<file path="config.mk">
export PLATFORM = sky130hd
export DESIGN_NAME = div
export DESIGN_NICKNAME = d
export VERILOG_FILES = /design/src/rtl/wires.sv /design/src/rtl/div.sv
export SDC_FILE = /design/constraint.sdc
export NUM_CORES = 1
export LEC_CHECK = 0
export ABC_AREA = 1
export BUFFER_PORTS_ARGS = -buffer_cell sky130_fd_sc_hd__buf_4
export CAP_MARGIN = 20
export CORE_MARGIN = 2
export CORE_UTILIZATION = 55
export CTS_CLUSTER_SIZE = 40
export DETAILED_ROUTE_END_ITERATION = 8
export PLACE_DENSITY = 0.72
export SYNTH_ARGS = -nofsm -noshare
export SYNTH_HDL_FRONTEND = slang
export SYNTH_SLANG_ARGS = --single-unit
</file>
<file path="constraint.sdc">
create_clock -name clock -period 11.9 [get_ports clock]
set_clock_uncertainty 0.05 [all_clocks]
set_input_delay 1.19 -clock clock [delete_from_list [all_inputs] [get_ports clock]]
set_output_delay 1.19 -clock clock [all_outputs]
set_load 0.02 [all_outputs]
</file>
<file path="src/rtl/wires.sv">
`default_nettype none
// ============================================================================
//  Module   : wires (package)
//  Purpose  : Shared execute-stage types and constants for the integer divider
//  Revision : 1.0 - initial release
// ============================================================================
package wires;

    // Number of shift-subtract steps for a 32-bit quotient
    localparam int div_steps = 32;

    // One-hot operation select, driven by the decoder beside mul_op
    typedef struct packed {
        logic div;
        logic divu;
        logic rem;
        logic remu;
    } div_op_type;

    typedef struct packed {
        logic [31:0] rdata1;   // dividend
        logic [31:0] rdata2;   // divisor
        div_op_type  div_op;
        logic        enable;   // start pulse
        logic        clear;    // abort
    } div_in_type;

    typedef struct packed {
        logic [31:0] result;
        logic        ready;
    } div_out_type;

    typedef enum logic [1:0] {
        IDLE = 2'd0,
        BUSY = 2'd1,
        DONE = 2'd2
    } div_state_type;

    // Two's-complement negate
    function automatic logic [31:0] negate32(input logic [31:0] v);
        return ~v + 32'd1;
    endfunction

endpackage
`default_nettype wire

</file>
<file path="src/rtl/div.sv">
`default_nettype none
// ============================================================================
//  Module   : div
//  Purpose  : Iterative radix-2 restoring divider for RV32M div/divu/rem/remu
//  Revision : 1.0 - initial release
// ============================================================================
module div
    import wires::*;
(
    input  logic        clock,
    input  logic        reset,
    input  div_in_type  div_in,
    output div_out_type div_out
);

    div_state_type state_q, state_d;
    logic [4:0]    count_q, count_d;
    logic [32:0]   rem_q,   rem_d;
    logic [31:0]   quo_q,   quo_d;
    logic [31:0]   dvs_q,   dvs_d;
    logic          quo_neg_q, quo_neg_d;
    logic          rem_neg_q, rem_neg_d;
    logic          rem_sel_q, rem_sel_d;
    logic [31:0]   result_q, result_d;
    logic          ready_q,  ready_d;

    logic          w_signed;
    logic          w_op_valid;
    logic [31:0]   w_abs_a;
    logic [31:0]   w_abs_b;
    logic [33:0]   w_trial;
    logic [31:0]   w_quo_fix;
    logic [31:0]   w_rem_fix;

    // Next-state logic: capture, shift-subtract iteration and sign-corrected completion
    always_comb begin
        state_d   = state_q;
        count_d   = count_q;
        rem_d     = rem_q;
        quo_d     = quo_q;
        dvs_d     = dvs_q;
        quo_neg_d = quo_neg_q;
        rem_neg_d = rem_neg_q;
        rem_sel_d = rem_sel_q;
        result_d  = result_q;
        ready_d   = 1'b0;

        w_signed   = div_in.div_op.div | div_in.div_op.rem;
        w_op_valid = |div_in.div_op;
        w_abs_a    = (w_signed && div_in.rdata1[31]) ? negate32(div_in.rdata1) : div_in.rdata1;
        w_abs_b    = (w_signed && div_in.rdata2[31]) ? negate32(div_in.rdata2) : div_in.rdata2;

        // Shifted {rem, quo} partial remainder minus divisor; bit 33 is the borrow
        w_trial    = {rem_q, quo_q[31]} - {2'b00, dvs_q};

        w_quo_fix  = quo_neg_q ? negate32(quo_q)       : quo_q;
        w_rem_fix  = rem_neg_q ? negate32(rem_q[31:0]) : rem_q[31:0];

        case (state_q)
            IDLE: begin
                if (!div_in.clear && div_in.enable && w_op_valid) begin
                    rem_sel_d = div_in.div_op.rem | div_in.div_op.remu;
                    if (div_in.rdata2 == 32'd0) begin
                        // Divide by zero: all-ones quotient, raw dividend as remainder
                        quo_d     = 32'hFFFF_FFFF;
                        rem_d     = {1'b0, div_in.rdata1};
                        quo_neg_d = 1'b0;
                        rem_neg_d = 1'b0;
                        state_d   = DONE;
                    end else if (w_signed && div_in.rdata1 == 32'h8000_0000 &&
                                 div_in.rdata2 == 32'hFFFF_FFFF) begin
                        // Signed overflow: quotient wraps to the dividend, remainder zero
                        quo_d     = 32'h8000_0000;
                        rem_d     = 33'd0;
                        quo_neg_d = 1'b0;
                        rem_neg_d = 1'b0;
                        state_d   = DONE;
                    end else begin
                        count_d   = 5'(div_steps - 1);
                        rem_d     = 33'd0;
                        quo_d     = w_abs_a;
                        dvs_d     = w_abs_b;
                        quo_neg_d = w_signed & (div_in.rdata1[31] ^ div_in.rdata2[31]);
                        rem_neg_d = w_signed & div_in.rdata1[31];
                        state_d   = BUSY;
                    end
                end
            end
            BUSY: begin
                if (div_in.clear) begin
                    state_d = IDLE;
                end else begin
                    if (!w_trial[33]) begin
                        rem_d = w_trial[32:0];
                        quo_d = {quo_q[30:0], 1'b1};
                    end else begin
                        rem_d = {rem_q[31:0], quo_q[31]};
                        quo_d = {quo_q[30:0], 1'b0};
                    end
                    count_d = count_q - 5'd1;
                    if (count_q == 5'd0) begin
                        state_d = DONE;
                    end
                end
            end
            DONE: begin
                state_d = IDLE;
                if (!div_in.clear) begin
                    result_d = rem_sel_q ? w_rem_fix : w_quo_fix;
                    ready_d  = 1'b1;
                end
            end
            default: begin
                state_d = IDLE;
            end
        endcase
    end

    // State and output registers; asynchronous reset aborts any operation in flight
    always_ff @(posedge clock or posedge reset) begin
        if (reset) begin
            state_q   <= IDLE;
            count_q   <= 5'd0;
            rem_q     <= 33'd0;
            quo_q     <= 32'd0;
            dvs_q     <= 32'd0;
            quo_neg_q <= 1'b0;
            rem_neg_q <= 1'b0;
            rem_sel_q <= 1'b0;
            result_q  <= 32'd0;
            ready_q   <= 1'b0;
        end else begin
            state_q   <= state_d;
            count_q   <= count_d;
            rem_q     <= rem_d;
            quo_q     <= quo_d;
            dvs_q     <= dvs_d;
            quo_neg_q <= quo_neg_d;
            rem_neg_q <= rem_neg_d;
            rem_sel_q <= rem_sel_d;
            result_q  <= result_d;
            ready_q   <= ready_d;
        end
    end

    assign div_out.result = result_q;
    assign div_out.ready  = ready_q;

endmodule
`default_nettype wire
</file>
==> flow_summary_export.csv, run 1 <==
group,metric,value,unit
global_routing,grt_first_pass_wirelength,72000,um
layout,final_common_cell,"nand2_1",
route,vias_per_cell,5.77,
hold_path,min_from,"result_q[21]",
synth,dominantRegCellSynth,"dfrtp_1",
synth,synth.largest_area_cell,"dfrtp_1",
placed_design,numPortBuffers,104,
clocking,ctsLongestPathBuffers,2,
power_and_ir_drop,power.density_cell_area,269,mW/mm^2
layout,layout.nets,2324,
placed_design,place.detailed.hpwl,35500,um
power_and_ir_drop,vdd_ir_drop_max,0.107,mV
floorplanning,core_area,0.0234,mm^2
power_and_ir_drop,intPower,1.79,mW
synth,synth.cell_area,0.0131,mm^2
layout,mostFrequentLayoutCells,"nand2_1, inv_1, nor2_1, nand3_1, dfrtp_1",
route,wire_per_inst,18.1,um
power_and_ir_drop,sequentialPowerShare,0.232,
clocking,clock_tree_root_driver_cell,"clkbuf_16",
clocking,cts_tree,"built",
layout,ff_latch_area,0.00350,mm^2
power_and_ir_drop,clock_power_share,0.143,
sta,tns_setup,0,ps
route,dr.pass1.iters,6,
floorplanning,total_number_of_placement_rows,56,
synth,number_of_flops_mapped_to_enable_cells_by_yosys,0,
floorplanning,start_util,0.560,
synth,postSynthNetCount,2266,
synth,synth_top_family_by_area,"simple AND/OR/NAND/NOR gates",
run,max_cap_violations,0,
clocking,cts.repair_timing.setup_buffer_count,0,
sta,timing.hold.ws,431,ps
route,detail_route.drc_violations,0,
worst_setup_path,critical_path_arrival,3830,ps
sta,maxSlewViolCount,0,
synth,post_synth_inst_count,2154,
route,ant_nets,0,
layout,post_route_cells_drive_above_1_share,0.0930,
synth,ffs_latches_synth,140,
synth,average_cell_area_after_synthesis,6.09,um^2
sta,worst_pin_slew,1070,ps
route,drt_iter0_markers,1850,
power_and_ir_drop,comb_power_share,0.625,
synth,synth_mux_area_frac,0,
worst_setup_path,rr_startpoint,"rem_q[19]",
global_routing,antenna_found_initial,0,
sta,final_hold_viol_count,0,
power_and_ir_drop,post-layout-total-power,3.92,mW
synth,synth_area_in_compound_gates,0.152,
power_and_ir_drop,leakage,7.62,nW
worst_setup_path,worstSetupEndpointType,"register",
hold_path,timing.hold.worst.class,"reg2reg",
worst_setup_path,worst-setup-path-type,"in2reg",
worst_setup_path,cp_max_fo,30,
clocking,count_of_instances_resized_after_the_clock_tree_is_built,0,
synth,synth_cell_types,50,
synth,ys_seq_area_frac,0.267,
clocking,clk_pin_slew_worst_paths,70,ps
floorplanning,die_area,0.0251,mm^2
placed_design,gp_routability_congestion,1.01,
route,totalWireLength,46000,um
layout,area_used_by_multi_input_combinational_logic,0.00800,mm^2
global_routing,grt_pass1_vias,13300,
clocking,clock_sinks,140,
synth,post_synth_fa_ha_maj_area_fraction,0.0388,
clocking,post_cts_hold_buffer_count,0,
global_routing,global_route.usage.total,0.372,
sta,setup-violations-final,0,
worst_setup_path,timing.critical_path.required,12180,ps
global_routing,overflow,0,
floorplanning,pin_count,105,
sta,rsz0062_at_grt,"no",
synth,yosysWarningCount,0,
layout,final.fill_count,2376,
global_routing,maximum_number_of_pins_on_one_net_before_global_route_repair,74,
sta,finalWorstPathRequiredPeriod,3540,ps
sta,fmaxAchievable,282,MHz
floorplanning,floorplan.die.height,158,um
sta,worst_slew_margin_rel,0.281,
worst_setup_path,critPathLaunchType,"input pin",
route,dr_total_vias,14700,
clocking,h-tree-depth,4,
clocking,cts_made_buffers,17,
synth,synthSimpleGateAreaFrac,0.379,
layout,diodes,0,
sta,final.period_utilization,0.298,
power_and_ir_drop,p_sw,2.13,mW
layout,area_growth,11.3,%
power_and_ir_drop,power_switching_share,0.543,
synth,proportion_of_netlist_area_held_by_the_largest_area_contributor,0.267,
worst_setup_path,crit_start,"div_in[5]",
synth,xor_xnor_share_of_the_synthesized_area,0.0408,
synth,async_reset_ff_frac,1.00,
clocking,insertion_delay,440,ps
outcome,run_status,"finished clean",
floorplanning,chipWidth,158,um
synth,synth.area.top_cells,"dfrtp_1, nand2_1, inv_1",
-- cells in the mapped netlist, types with 5 or more instances --
cell type    n
nand2_1    627
inv_1      322
nand3_1    211
nor2_1     211
dfrtp_1    140
a21oi_1    135
o21ai_0    118
xor2_1      50
ha_1        39
clkbuf_1    32
nand4_1     24
nor3_1      23
buf_2       22
o21ai_2     22
o211ai_1    15
nor4_1      14
a31oi_1     13
o22ai_1     13
xnor2_1     11
o31ai_1     10
nand3b_1     9
nand2_2      8
buf_1        7
inv_2        7
o21a_1       7
buf_4        6
nor2_2       6
nor3_2       5
-- worst paths after layout --
kind / cells past startpoint / slack [ps] / to
worst max-delay path: 13 / 8360 / quo_q[19]
worst min-delay path: 2 / 430 / result_q[21]
worst max register to register: 13 / 8580 / rem_q[25]
worst min register to register: 2 / 430 / result_q[21]
max in group asynchronous: 3 / 9570 / rem_q[16]
min in group asynchronous: 2 / 810 / rem_q[1]
-- critical path: stages --
cell	delay (ps)
buf_4	80
inv_1	30
nand2_1	90
nand2_1	490
inv_1	920
nand4_1	240
nand3b_1	230
nor2_1	110
nand4_1	130
nand3_1	130
nand2_1	60
nor2_1	90
nor2_1	50
-- stage by stage --
step	instance area, um^2	worst slack, ps	cells	util
after floorplan	13100	6910	2154	-
after global placement	14000	8080	2512	0.598
after detailed placement	14000	8020	2512	0.598
after CTS	14600	8460	2544	0.623
after global routing	14600	8090	2544	0.623
final	14600	8360	2544	0.623
-- kinds of logic (layout without fill, tap and decap cells) --
family | Yosys count | after routing
AND/OR/NAND/NOR | 1158 | 1158
buffers and inverters | 405 | 476
AO/OA/AOI/OAI | 350 | 350
flip-flops | 140 | 140
XOR/XNOR | 61 | 61
adder cells (fa/ha/maj) | 40 | 40
-- flip-flops by register name, summed over array words and instances, names as in the netlist, 2 cells and up --
| name | count |
|---|---|
| count_q | 5 |
| state_q | 2 |
| dvs_q | 32 |
| result_q | 32 |
| rem_q | 33 |
| quo_q | 32 |
-- power groups by stage --
stage	clock network, mW	logic (mW)	registers [mW]
CTS	0.560	2.40	0.900
finish	0.559	2.45	0.910
global route	0.577	2.74	0.932
detailed placement	0	2.38	0.906
global placement	0	2.35	0.900
floorplan	0	1.68	0.881
-- per-layer routing --
layer	global-route usage	wire length [um]	part of all wire
met4	0.148	1780	0.039
met1	0.521	20000	0.44
met3	0.0686	4240	0.092
met5	0	0	0
met2	0.569	19900	0.43
-- layout make-up --
type	count	area share
Multi-Input combinational cell	1609	0.548
Clock inverter	13	0.0106
Inverter	333	0.0860
Tap cell	319	0.0274
Sequential cell	140	0.240
Timing Repair Buffer	111	0.0571
Clock buffer	19	0.0304
No activity file was read; power rests on OpenSTA's default activity.
==> inputs of run 2 (changes only) <==
--- a/config.mk
+++ b/config.mk
@@ -5,14 +5,14 @@
 export SDC_FILE = /design/constraint.sdc
 export NUM_CORES = 1
 export LEC_CHECK = 0
-export ABC_AREA = 1
+export ABC_AREA = 0
 export BUFFER_PORTS_ARGS = -buffer_cell sky130_fd_sc_hd__buf_4
 export CAP_MARGIN = 20
 export CORE_MARGIN = 2
 export CORE_UTILIZATION = 55
 export CTS_CLUSTER_SIZE = 40
 export DETAILED_ROUTE_END_ITERATION = 8
-export PLACE_DENSITY = 0.72
+export PLACE_DENSITY = 0.73
 export SYNTH_ARGS = -nofsm -noshare
 export SYNTH_HDL_FRONTEND = slang
 export SYNTH_SLANG_ARGS = --single-unit
==> constraint.sdc (replaced) <==
create_clock -name clock -period 3.46 [get_ports clock]
set_clock_uncertainty 0.05 [all_clocks]
set_input_delay 0.346 -clock clock [delete_from_list [all_inputs] [get_ports clock]]
set_output_delay 0.346 -clock clock [all_outputs]
set_load 0.02 [all_outputs]
==> run 2 against run 1 <==
Net effect:
- non-clock buffer count up 42
- clock power rose to 3.4 times the previous value
- total power rose to 2.7 times the previous value
- highest routed layer unchanged
- register-to-register slack worse by 8400 ps
==> flow_summary_export.csv, run 2 <==
group,metric,value,unit
outcome,run_status,"finished clean",
clocking,cts_tree,"built",
floorplanning,total_number_of_placement_rows,52,
synth,number_of_flops_mapped_to_enable_cells_by_yosys,0,
layout,area_growth,15.3,%
clocking,h-tree-depth,4,
worst_setup_path,crit_top_cell,"buf_4",
synth,ys_seq_area_frac,0.308,
worst_setup_path,critPathMaxStageDelay,450,ps
sta,fmaxAchievable,309,MHz
worst_setup_path,r2r.worst_path.cells,11,
global_routing,grt_pass1_vias,10000,
run,max_cap_violations,0,
synth,postSynthNetCount,1558,
global_routing,grt_first_pass_wirelength,53000,um
synth,synth.cell_area,0.0114,mm^2
placed_design,placed_cells,1782,
sta,setup-violations-final,0,
global_routing,global_route.usage.total,0.306,
clocking,ctsLongestPathBuffers,2,
placed_design,placedInstanceArea,0.0125,mm^2
worst_setup_path,critPathLaunchType,"register",
placed_design,place.detailed.hpwl,25100,um
worst_setup_path,worst-setup-path-type,"reg2reg",
synth,synth_cell_types,90,
synth,async_reset_ff_frac,1.00,
synth,post_synth_inst_count,1446,
sta,final.period_utilization,0.936,
worst_setup_path,cp_max_fo,19,
synth,synth.area.top_cells,"dfrtp_1, o21ai_0, a21oi_1",
sta,finalWorstPathRequiredPeriod,3240,ps
floorplanning,pin_count,105,
route,ant_nets,0,
layout,largest_register_ffs,33,
layout,layout.nets,1643,
sta,maxSlewViolCount,0,
synth,average_cell_area_after_synthesis,7.86,um^2
floorplanning,die_area,0.0218,mm^2
layout,post_route_cells_drive_above_1_share,0.149,
global_routing,maximum_number_of_pins_on_one_net_before_global_route_repair,141,
worst_setup_path,worstSetupEndpointType,"register",
layout,final_common_cell,"nand2_1",
route,wire_per_inst,18.1,um
sta,tns_setup,0,ps
synth,dominantRegCellSynth,"dfrtp_1",
route,totalWireLength,32800,um
sta,postLayoutSetupSlackWorst,223,ps
placed_design,dp_worst_setup_slack,262,ps
clocking,clock_tree_root_driver_cell,"clkbuf_16",
synth,yosysWarningCount,0,
route,detail_route.drc_violations,0,
layout,final_core_utilization,0.648,
power_and_ir_drop,post-layout-total-power,10.4,mW
route,dr.pass1.iters,6,
sta,timing.hold.ws,89.6,ps
sta,final_hold_viol_count,0,
synth,leading_cell_type_by_number_of_instances_after_synthesis,"nand2_1",
floorplanning,floorplan.die.height,148,um
worst_setup_path,critical-path-slowest-cell,"a311o_2",
layout,mostFrequentLayoutCells,"nand2_1, o21ai_0, buf_4",
sta,rsz0062_at_grt,"no",
power_and_ir_drop,vdd_ir_drop_max,0.401,mV
global_routing,overflow,0,
route,drt_iter0_markers,905,
worst_setup_path,critical_path_depth,11,
synth,synth_commonest_cells,"nand2_1, o21ai_0, dfrtp_1",
worst_setup_path,timing.critical_path.required,3710,ps
sta,worst_slew_margin_rel,0.331,
clocking,clock_sinks,140,
route,dr_total_vias,10900,
layout,final-instance-count-excl-fill,1812,
placed_design,numPortBuffers,104,
floorplanning,start_util,0.562,
clocking,clk_pin_slew_worst_paths,60,ps
power_and_ir_drop,power.density_cell_area,794,mW/mm^2
clocking,insertion_delay,430,ps
worst_setup_path,buffering_stage_count_on_the_worst_path_with_inverters_included,2,
route,vias_per_cell,6.02,
layout,registers.top_by_ff_count,"rem_q",
hold_path,timing.hold.worst.class,"in2async",
synth,ffs_latches_synth,140,
worst_setup_path,path_cells,"ha_1, a21o_1, a221oi_2, o221ai_2, a311o_2, mux2i_4, nor2_1, buf_4, buf_4, mux2i_1, o21ai_0",
worst_setup_path,critical_path_arrival,3490,ps
floorplanning,core_area,0.0202,mm^2
power_and_ir_drop,leakage,5.59,nW
placed_design,gp_routability_congestion,0.974,
sta,worst_pin_slew,1000,ps
layout,diodes,0,
floorplanning,chipWidth,148,um
synth,synth.largest_area_cell,"dfrtp_1",
global_routing,antenna_found_initial,0,
worst_setup_path,critical_path.top_delay_family,"compound AO/OA/AOI/OAI gates",
synth,proportion_of_netlist_area_held_by_the_largest_area_contributor,0.308,
layout,fin_area,0.0131,mm^2
clocking,cts_made_buffers,17,
[run 2: changes by cell type after synthesis, sizes merged, moves of 14 or more]
cell	before	now
and3	1	15
buf	40	26
clkbuf	32	61
inv	329	56
mux2i	0	14
nand2	636	170
nand3	215	23
nor2	219	132
o31ai	10	30
o41ai	0	20
or3	0	17
or4	0	15
xnor2	11	62
xor2	50	76
[run 2: logic make-up after synthesis]
group,after synthesis,synth area share
AND/OR/NAND/NOR,500,0.215
AO/OA/AOI/OAI,467,0.254
buffers and inverters,143,0.0534
flip-flops,140,0.308
XOR/XNOR,138,0.106
adder cells (fa/ha/maj),40,0.0447
multiplexers,18,0.0177
[run 2: what timing repair did]
| item | in CTS | in global routing |
|---|---|---|
| gates resized for setup | 0 | 1 |
| hold buffers | 0 | 0 |
| setup endpoints to repair | 0 | 1 |
| setup buffers | 0 | 0 |
[run 2: worst paths after layout]
check / start / to / slack (ps)
max: rem_q[5] / rem_q[25] / 220
min: reset / result_q[29] / 90
max reg2reg: rem_q[5] / rem_q[25] / 220
min reg2reg: result_q[21] / result_q[21] / 420
max in group asynchronous: reset / dvs_q[10] / 2730
min in group clock: div_in[2] / rem_sel_q / 170
[run 2: area by class of cell]
type	count	area, um^2
Sequential cell	140	3500
Tap cell	270	338
Timing Repair Buffer	153	1170
Fill cell	1793	7130
Clock buffer	19	453
Multi-Input combinational cell	1163	7280
Inverter	56	214
Clock inverter	11	145
[run 2: worst min-delay path: stages]
cell	delay, ps
buf_4	120
clkinvlp_4	70
buf_12	530
[run 2: power breakdown]
part / leakage [nW] / switching, mW / internal, mW
registers: 1.72 / 0.627 / 2.04
clock network: 0.287 / 0.736 / 1.16
logic: 3.58 / 3.46 / 2.38
total: 5.59 / 4.83 / 5.58
[run 2: per-layer routing]
metal  up-vias  global-route usage  share of wire
li1       5391                   -              -
met1      5060               0.430           0.45
met2       407               0.479           0.44
met3        54              0.0552          0.077
met4         0               0.101          0.029
met5         -                   0              0
==> inputs of run 3 (changes only) <==
--- a/config.mk
+++ b/config.mk
@@ -12,6 +12,7 @@
 export CORE_UTILIZATION = 55
 export CTS_CLUSTER_SIZE = 40
 export DETAILED_ROUTE_END_ITERATION = 8
+export MAX_ROUTING_LAYER = met4
 export PLACE_DENSITY = 0.73
 export SYNTH_ARGS = -nofsm -noshare
 export SYNTH_HDL_FRONTEND = slang
==> run 3 against run 2 <==
Net effect:
- critical endpoint is now rem_q[13]
- register-to-register slack better by 20 ps
- sequential share of layout area is 0.14 points lower
- final cell count is 0.33% higher
==> flow_summary_export.csv, run 3 (same netlist as run 2, synthesis figures left out) <==
group,metric,value,unit
outcome,run_status,"finished clean",
layout,area_growth,15.9,%
power_and_ir_drop,power.density_cell_area,791,mW/mm^2
worst_setup_path,worstSetupEndpointType,"register",
worst_setup_path,cp_max_fo,15,
clocking,cts.repair_timing.setup_buffer_count,0,
hold_path,timing.hold.worst.class,"in2reg",
layout,final_core_utilization,0.651,
route,drt_iter0_markers,841,
worst_setup_path,critical_path_arrival,3470,ps
route,wire_per_inst,18.1,um
global_routing,antenna_found_initial,0,
clocking,clk_pin_slew_worst_paths,70,ps
clocking,ctsLongestPathBuffers,2,
global_routing,grt_first_pass_wirelength,53000,um
route,detail_route.drc_violations,0,
floorplanning,chipWidth,148,um
sta,fmaxAchievable,311,MHz
sta,rsz0062_at_grt,"no",
floorplanning,die_area,0.0218,mm^2
sta,maxSlewViolCount,0,
layout,registers.top_by_ff_count,"rem_q",
run,max_cap_violations,0,
power_and_ir_drop,intPower,5.60,mW
worst_setup_path,timing.critical_path.required,3710,ps
route,vias_per_cell,6.01,
power_and_ir_drop,comb_power_share,0.560,
power_and_ir_drop,post-layout-total-power,10.4,mW
layout,post_route_cells_drive_above_1_share,0.150,
sta,worst_slew_margin_rel,0.338,
layout,mostFrequentLayoutCells,"nand2_1, buf_4, o21ai_0",
power_and_ir_drop,clock_power_share,0.183,
route,dr_total_vias,10900,
power_and_ir_drop,p_sw,4.82,mW
clocking,cts_made_buffers,17,
sta,final.period_utilization,0.930,
clocking,insertion_delay,440,ps
placed_design,place.detailed.hpwl,25800,um
floorplanning,total_number_of_placement_rows,52,
layout,largest_register_ffs,33,
route,dr.pass1.iters,6,
worst_setup_path,worst-setup-path-type,"reg2reg",
placed_design,dp_worst_setup_slack,324,ps
sta,finalWorstPathRequiredPeriod,3220,ps
power_and_ir_drop,leakage,5.61,nW
global_routing,grt_pass1_vias,9912,
clocking,clock_tree_root_driver_cell,"clkbuf_16",
sta,tns_setup,0,ps
placed_design,numPortBuffers,104,
placed_design,gp_routability_congestion,1.00,
global_routing,overflow,0,
route,totalWireLength,32900,um
clocking,cts_tree,"built",
sta,postLayoutSetupSlackWorst,241,ps
clocking,h-tree-depth,4,
power_and_ir_drop,vdd_ir_drop_max,0.486,mV
layout,final_common_cell,"nand2_1",
worst_setup_path,critPathLaunchType,"register",
power_and_ir_drop,sequentialPowerShare,0.257,
clocking,clock_sinks,140,
floorplanning,floorplan.die.height,148,um
route,ant_nets,0,
sta,timing.hold.ws,163,ps
sta,worst_pin_slew,993,ps
floorplanning,core_area,0.0202,mm^2
floorplanning,pin_count,105,
layout,layout.nets,1648,
global_routing,maximum_number_of_pins_on_one_net_before_global_route_repair,62,
layout,diodes,0,
sta,final_hold_viol_count,0,
sta,setup-violations-final,0,
power_and_ir_drop,power_switching_share,0.463,
global_routing,global_route.usage.total,0.316,
floorplanning,start_util,0.562,
-- run 3: cell count changes in the layout (fill, tap and decap cells not counted), sizes merged --
cell and delta:
buf +4, clkinv -3, clkbuf +2, clkinvlp +2, dlygate4sd3 +1
-- run 3: cell type report --
| type | instances | area (um^2) |
|---|---|---|
| multi-input cells | 1163 | 7280 |
| well taps | 270 | 338 |
| repair buffers | 158 | 1240 |
| clock buffers | 21 | 460 |
| fillers | 1819 | 7060 |
| inverters | 56 | 214 |
| flip-flops and latches | 140 | 3500 |
| clock inverters | 10 | 141 |
-- run 3: per-stage QoR --
step / cell area [um^2] / cells
2_1_floorplan: 11400 / 1446
3_3_place_gp: 12500 / 1784
3_5_place_dp: 12500 / 1785
4_1_cts: 13100 / 1816
5_1_grt: 13200 / 1818
6_report: 13200 / 1818
-- run 3: worst paths after layout --
kind                       slack (ps)  cells past startpoint      endpoint    startpoint
max                               240                      9     rem_q[13]     rem_q[21]
min                               160                      3    state_q[1]     div_in[0]
max reg2reg                       240                      9     rem_q[13]     rem_q[21]
min reg2reg                       420                      2  result_q[22]  result_q[22]
max in group asynchronous        2190                      5      quo_q[9]         reset
min in group asynchronous         320                      3  result_q[27]         reset
-- run 3: power groups by stage --
| stage | registers, mW | logic [mW] | clock network, mW |
|---|---|---|---|
| after CTS | 2.65 | 5.73 | 1.92 |
| after detailed placement | 2.68 | 5.70 | 0 |
| after global placement | 2.65 | 5.67 | 0 |
| after floorplan | 2.47 | 4.34 | 0 |
| final | 2.68 | 5.84 | 1.91 |
| after global routing | 2.74 | 6.46 | 1.98 |
-- run 3: critical path, cell delays in order, from the launching register on --
cell,delay [ps]
dfrtp_1,460
ha_1,440
nand4_1,250
o221a_2,320
o21a_1,200
o211ai_1,360
mux2_4,370
nand2_4,190
a311oi_1,330
a21oi_1,110
-- run 3: per-layer routing --
metal | track usage | vias to the layer above | wire length [um]
li1 | - | 5394 | -
met1 | 0.442 | 5055 | 15000
met5 | - | - | 0
met4 | 0.0990 | 0 | 896
met3 | 0.0488 | 48 | 2420
met2 | 0.473 | 427 | 14600
-- run 3: timing repair --
| item | in CTS | in global routing |
|---|---|---|
| setup endpoints to repair | 0 | 1 |
| hold endpoints to repair | 0 | 4 |
| hold buffers | 0 | 1 |
| resized for setup | 0 | 1 |
